`config.mk`:
```
export PLATFORM = sky130hd
export DESIGN_NAME = cp0
export DESIGN_NICKNAME = d
export VERILOG_FILES = /design/src/rtl/cp0_pkg.sv /design/src/rtl/cp0.sv
export SDC_FILE = /design/constraint.sdc
export NUM_CORES = 1
export LEC_CHECK = 0
export CORE_ASPECT_RATIO = 1.4
export CORE_UTILIZATION = 44
export CTS_CLUSTER_SIZE = 16
export DETAILED_ROUTE_END_ITERATION = 8
export PLACE_DENSITY_LB_ADDON = 0.3
export REMOVE_ABC_BUFFERS = 1
export SETUP_SLACK_MARGIN = 0.5
export SYNTH_ARGS = -nofsm -noshare
export SYNTH_HDL_FRONTEND = slang
export SYNTH_SLANG_ARGS = --single-unit
```
`constraint.sdc`:
```
create_clock -name clk -period 3.46 [get_ports clk]
set_clock_uncertainty 0.1 [all_clocks]
set_input_delay 0.692 -clock clk [delete_from_list [all_inputs] [get_ports clk]]
set_output_delay 0.692 -clock clk [all_outputs]
set_load 0.05 [all_outputs]
```
`src/rtl/cp0_pkg.sv`:
```
// CP0 shared definitions: register numbers,
// status/cause field positions, exception codes.
package cp0_pkg;

  localparam logic [4:0] REG_SR    = 5'd12;
  localparam logic [4:0] REG_CAUSE = 5'd13;
  localparam logic [4:0] REG_EPC   = 5'd14;
  localparam logic [4:0] REG_PRID  = 5'd15;

  localparam int SR_IE       = 0;
  localparam int SR_EXL      = 1;
  localparam int SR_IM_LO    = 10;
  localparam int SR_IM_HI    = 15;

  localparam int CAUSE_BD     = 31;
  localparam int CAUSE_IP_LO  = 10;
  localparam int CAUSE_IP_HI  = 15;
  localparam int CAUSE_EXC_LO = 2;
  localparam int CAUSE_EXC_HI = 6;

  typedef enum logic [4:0] {
    EXC_INT  = 5'd0,
    EXC_ADEL = 5'd4,
    EXC_ADES = 5'd5,
    EXC_SYS  = 5'd8,
    EXC_RI   = 5'd10,
    EXC_OV   = 5'd12
  } exc_code_e;

endpackage

```
`src/rtl/cp0.sv`:
```
// Coprocessor 0: SR, Cause, EPC, PRId plus
// exception/interrupt request generation.
module cp0
  import cp0_pkg::*;
#(
  parameter logic [31:0] PRID_VALUE = 32'h4A4E_5830
) (
  input  logic        clk,
  input  logic        reset,
  input  logic        en,
  input  logic [4:0]  CP0Add,
  input  logic [31:0] CP0In,
  output logic [31:0] CP0Out,
  input  logic [31:0] VPC,
  input  logic        BDIn,
  input  logic [4:0]  ExcCodeIn,
  input  logic [5:0]  HWInt,
  input  logic        EXLClr,
  output logic [31:0] EPCOut,
  output logic        Req
);

  logic [5:0]  im;
  logic        exl;
  logic        ie;
  logic        bd;
  logic [5:0]  ip;
  logic [4:0]  exc;
  logic [31:0] epc;

  logic int_req;
  logic exc_req;
  logic wr_sr;
  logic wr_epc;

  assign int_req = (|(HWInt & im)) & ie & ~exl;
  assign exc_req = (ExcCodeIn != '0) & ~exl;
  assign Req     = int_req | exc_req;

  assign wr_sr  = en & ~Req & (CP0Add == REG_SR);
  assign wr_epc = en & ~Req & (CP0Add == REG_EPC);

  assign EPCOut = epc;

  // SR: exception entry sets EXL; eret beats mtc0 on EXL
  always_ff @(posedge clk) begin
    if (reset) begin
      im  <= '0;
      exl <= 1'b0;
      ie  <= 1'b0;
    end else if (Req) begin
      exl <= 1'b1;
    end else begin
      if (wr_sr) begin
        im <= CP0In[SR_IM_HI:SR_IM_LO];
        ie <= CP0In[SR_IE];
      end
      if (EXLClr)
        exl <= 1'b0;
      else if (wr_sr)
        exl <= CP0In[SR_EXL];
    end
  end

  // Cause: IP tracks pins; BD/ExcCode latch on request
  always_ff @(posedge clk) begin
    if (reset) begin
      bd  <= 1'b0;
      ip  <= '0;
      exc <= '0;
    end else begin
      ip <= HWInt;
      if (Req) begin
        bd  <= BDIn;
        exc <= int_req ? 5'(EXC_INT) : ExcCodeIn;
      end
    end
  end

  // EPC: exception capture outranks mtc0
  always_ff @(posedge clk) begin
    if (reset)
      epc <= '0;
    else if (Req)
      epc <= BDIn ? VPC - 32'd4 : VPC;
    else if (wr_epc)
      epc <= CP0In;
  end

  // mfc0 read mux
  always_comb begin
    CP0Out = '0;
    case (CP0Add)
      REG_SR: begin
        CP0Out[SR_IM_HI:SR_IM_LO] = im;
        CP0Out[SR_EXL]            = exl;
        CP0Out[SR_IE]             = ie;
      end
      REG_CAUSE: begin
        CP0Out[CAUSE_BD]                  = bd;
        CP0Out[CAUSE_IP_HI:CAUSE_IP_LO]   = ip;
        CP0Out[CAUSE_EXC_HI:CAUSE_EXC_LO] = exc;
      end
      REG_EPC:  CP0Out = epc;
      REG_PRID: CP0Out = PRID_VALUE;
      default:  CP0Out = '0;
    endcase
  end

endmodule

```
Word level (Yosys, flattened, before mapping) --
Index checks and enable logic that the tools add are counted.
Word-level totals: input bits 85, output and inout bits 65, word-level logic and storage cells 40, bits in registers 52
Operators by class: reductions and logical operators 5, $add $sub $neg 1, bitwise gates (word level) 10, multiplexer cells 13, equal/unequal tests 4
Operator list (count):
- 2-to-1 mux 32 bit | 3
- subtractor 32 x 3 -> 32 bit (second input constant) | 1
- case mux 15 bit (2 select lines) | 1
- case mux 6 bit (4 select lines) | 1
- equality test 5 x 4 -> 1 bit (second input constant) | 4
- case mux 5 bit (3 select lines) | 1
- bitwise AND 1 bit | 6
- bitwise AND 6 bit | 1
- OR reduction 6 bit | 1
- 2-to-1 mux 5 bit | 1
- nonzero test 5 bit | 1
- case mux 2 bit (2 select lines) | 1
- 2-to-1 mux 1 bit | 3
- 2-to-1 mux 3 bit | 1
- nonzero test 3 bit | 1
- NOT 1 bit | 2
- case mux 1 bit (2 select lines) | 1
- AND reduction 2 bit | 1
- nonzero test 2 bit | 1
- OR 1 bit | 1

Logic depth before layout (Yosys ltp) --
word-level depth 11, gate-level depth with buffers 8, mapped depth without buffers 6

Worst setup path before layout --
OpenSTA, ideal clock, no wires.
kind input-to-output, from in CP0Add[1], to out CP0Out[0], cell stages on the path 4, buffers on the path 2, arrival time 2527 ps, data required time 2668 ps, path slack 141 ps, cell sequence clkbuf_1 > buf_1 > mux2i_1 > nor3_1
On the way: cells in the longest elaborated chain, start to end 2, elaborated cells between the ends (all ways) 3, those cells by class eq/ne (2); mux (1)
Ends and longest elaborated chain:
- start, declared | line cp0.sv:11 | input logic [4:0] CP0Add,
- equality test 5 x 4 -> 1 bit | line cp0.sv:93 | case (CP0Add)
- case mux 2 bit (2 select lines) (*) | line cp0.sv:93
- end, declared | line cp0.sv:13 | output logic [31:0] CP0Out,
Every way passes the cells marked *; elsewhere a longest branch is shown, timed or not.

Final worst setup path --
from in CP0Add[4], to out CP0Out[22]
On the way: cells in the longest elaborated chain, start to end 2, elaborated cells between the ends (all ways) 3, those cells by class eq/ne (2); mux (1)
Ends and longest elaborated chain (line):
- equality test 5 x 4 -> 1 bit | cp0.sv:93
- case mux 15 bit (2 select lines) (*) | cp0.sv:93
Marked as above.

==> results.yml <==
outcome:
  status: "finished clean"
setup_path:
  worstSetupStartpoint: "CP0Add[4]"
  rrSetupSlack_ns: 1.18
  reg2reg_to: "im[2]$_SDFFE_PP0P_"
  crit_fanout: 7
  critPathMaxStageDelay_ns: 0.49
  worstPathRequired_ns: 2.67
  reg2reg_from: "exl$_SDFFE_PP0P_"
  critPathCaptureType: "primary output"
  r2r_cells: 7
  worstPathCellList: "clkdlybuf4s50_1 -> and3b_4 -> nand2_2 -> nor2_1 -> buf_12"
  cp_top_family: "simple AND/OR/NAND/NOR gates"
  start_kind: "input port"
  criticalPathCategory: "input port to primary output"
  setup.worst_path.end: "CP0Out[22]"
  arrival_ns: 2.24
  cp_num_buf_inv: 2
  path_depth: 5
  slowest_stage: "clkdlybuf4s50_1"
clocking:
  cts_inserted_buffers: 5
  hold_buffers: 0
  cts.sinks: 52
  path_clk_slew_ns: 0.10
  htreeDepth: 2
  ctsRootBufferMaster: "clkbuf_8"
  clockBufferDepth: 2
  cts_tree: "built"
  clk_latency_ns: 0.31
synth:
  synth_cell_types: 53
  yosysSeqAreaShare: 0.2884
  synth_top_cell_by_area: "dfxtp_1"
  ys_ff_latch: 52
  netlist_area_um2: 3610
  ys_async_sr_fraction: 0
  synth.top_cell.area_share: 0.2884
  syn_inst: 451
  ys_warn_count: 0
  synth_edf_count: 0
  syn_area_per_cell_um2: 8.004
  synth_ff_type: "dfxtp_1"
  synth.area.top_cells: "dfxtp_1, a311oi_1, and3_1"
detailed_routing:
  drc: 0
  wl_um: 13370
  via_per_inst: 6.321
  avgRoutedWirePerCell_um: 19.16
  ant_nets: 0
  drt_iter0_drc: 348
  vias: 4412
  first_pass_iters: 5
global_route:
  grt_start_max_net_pins: 60
  grt_pass1_wl_um: 20550
  grt_pass1_vias: 4258
  antenna_found_initial: 0
  grt_usage: 0.3015
  overflow: 0
layout:
  drive_gt1_frac: 0.1906
  area_delta_synth_final_pct: 60.69
  nNetsFinal: 683
  nFillCells: 591
  antenna_cells: 0
  final-instance-count-excl-fill: 698
  design_area_um2: 5801
sta:
  fmax_ghz: 0.3300
  final-setup-viol-count: 0
  fin_crit_ns: 3.031
  whs_ns: 0.4074
  tightestPinTransition_ns: 1.109
  hold_viol: 0
  layout_worst_path_cycle_share: 0.8759
  finalMaxSlewViolations: 0
  relSlewSlack: 0.2607
  rsz0062_at_grt: "true"
  final.setup.tns_ns: 0
floorplanning:
  core_um2: 7845
  rows: 38
  die_w_um: 78.55
  start_util: 0.4601
  die_area_um2: 8575
  ioPinCount: 150
  die_h_um: 109.2
placement:
  place_area_um2: 5529
  port_buffers: 149
  place.gp.congestion: 0.8933
  place_inst: 681
  dp.final_hpwl_um: 9345
power_and_ir_drop:
  vdd_drop_max_mv: 0.2192
  p_leak_nw: 2.154
  power.density_nw_per_um2: 288.7
run:
  cap_viol_max_count: 0
min_path:
  hold_class: "flip-flop to flip-flop"
timing repair:
item	CTS	global route
setup endpoints to repair	32	41
resized for setup	15	18
pin swaps	2	5
hold endpoints to repair	0	0
buffers inserted	2	6
cloned	0	1
Yosys cell counts (all sizes together) (15+ instances only):
cell / n
dfxtp: 52
clkbuf: 38
and3: 33
nor2: 33
nor4: 29
a311oi: 28
a21boi: 23
nand2: 17
nand3: 17
a21oi: 15
mux2i: 15
nand2b: 15
or4: 15
registers in the layout, indices dropped and copies added, names as in the netlist:
signal  flops
EPCOut     32
im          6
ip          6
exc         5
bd          1
exl         1
ie          1
cell usage in the layout (no fill, tap or decap), drive strengths merged, types with 5 or more instances in the layout:
| master | n |
|---|---|
| a311oi | 28 |
| nor3 | 7 |
| or3 | 11 |
| o21ai | 9 |
| nand2 | 17 |
| o31ai | 11 |
| and3 | 33 |
| a21boi | 23 |
| nor2 | 33 |
| nor4 | 29 |
| inv | 5 |
| clkbuf | 6 |
| dfxtp | 52 |
| buf | 67 |
| or3b | 6 |
| or4 | 15 |
| mux2i | 15 |
| nor2b | 8 |
| a211oi | 10 |
| nand2b | 15 |
| a21oi | 15 |
| clkdlybuf4s50 | 109 |
| nand3 | 17 |
tightest hold or removal path, stage by stage, from the launching register on:
cell,delay [ns]
dfxtp_1,0.33
nand2b_1,0.08
mux2i_1,0.06
power by group:
group	internal (mW)	switching, mW
Clock	0.163	0.221
Sequential	0.644	0.0379
Combinational	0.265	0.344
kinds of logic after synthesis:
family / synth area share
and+or+nand+nor: 0.3393
adders and majority gates: 0.003466
xor gates and xnor gates: 0.01698
AOI/OAI and AO/OA: 0.2499
muxes: 0.04159
buffers and inverters: 0.06031
DFF: 0.2884
metrics by stage:
step | util | total power, mW | setup slack (ns)
2_1_floorplan | - | 0.9847 | -0.1431
3_3_place_gp | 0.7048 | 1.269 | 0.2137
3_5_place_dp | 0.7048 | 1.281 | 0.1435
4_1_cts | 0.7239 | 1.653 | 0.4399
5_1_grt | 0.7394 | 1.740 | 0.4339
6_report | 0.7394 | 1.675 | 0.4294
cell type report:
| class | instances | area [um^2] | share of cell area |
|---|---|---|---|
| inverter | 5 | 18.77 | 0.003236 |
| multi-input combinational | 351 | 2432 | 0.4193 |
| clock inverter | 2 | 15.01 | 0.002588 |
| clock buffer | 6 | 82.58 | 0.01424 |
| tap | 100 | 125.1 | 0.02157 |
| sequential | 52 | 1041 | 0.1795 |
| timing repair buffer | 182 | 2086 | 0.3596 |
routing by layer:
metal  GRT usage  part of all wire
met1      0.3482              0.38
met2      0.5534              0.53
met3     0.04603             0.078
met4      0.1124             0.018
met5           0                 0
worst min-delay path by stage:
stage,start,end,depth (start not counted)
after floorplan,im[3]$_SDFFE_PP0P_,im[3]$_SDFFE_PP0P_,2
after CTS,im[5]$_SDFFE_PP0P_,im[5]$_SDFFE_PP0P_,2
after global routing,im[5]$_SDFFE_PP0P_,im[5]$_SDFFE_PP0P_,2
after detailed placement,im[5]$_SDFFE_PP0P_,im[5]$_SDFFE_PP0P_,2
final,im[5]$_SDFFE_PP0P_,im[5]$_SDFFE_PP0P_,2
after global placement,im[2]$_SDFFE_PP0P_,im[2]$_SDFFE_PP0P_,2
No activity file was read; power rests on OpenSTA's default activity.
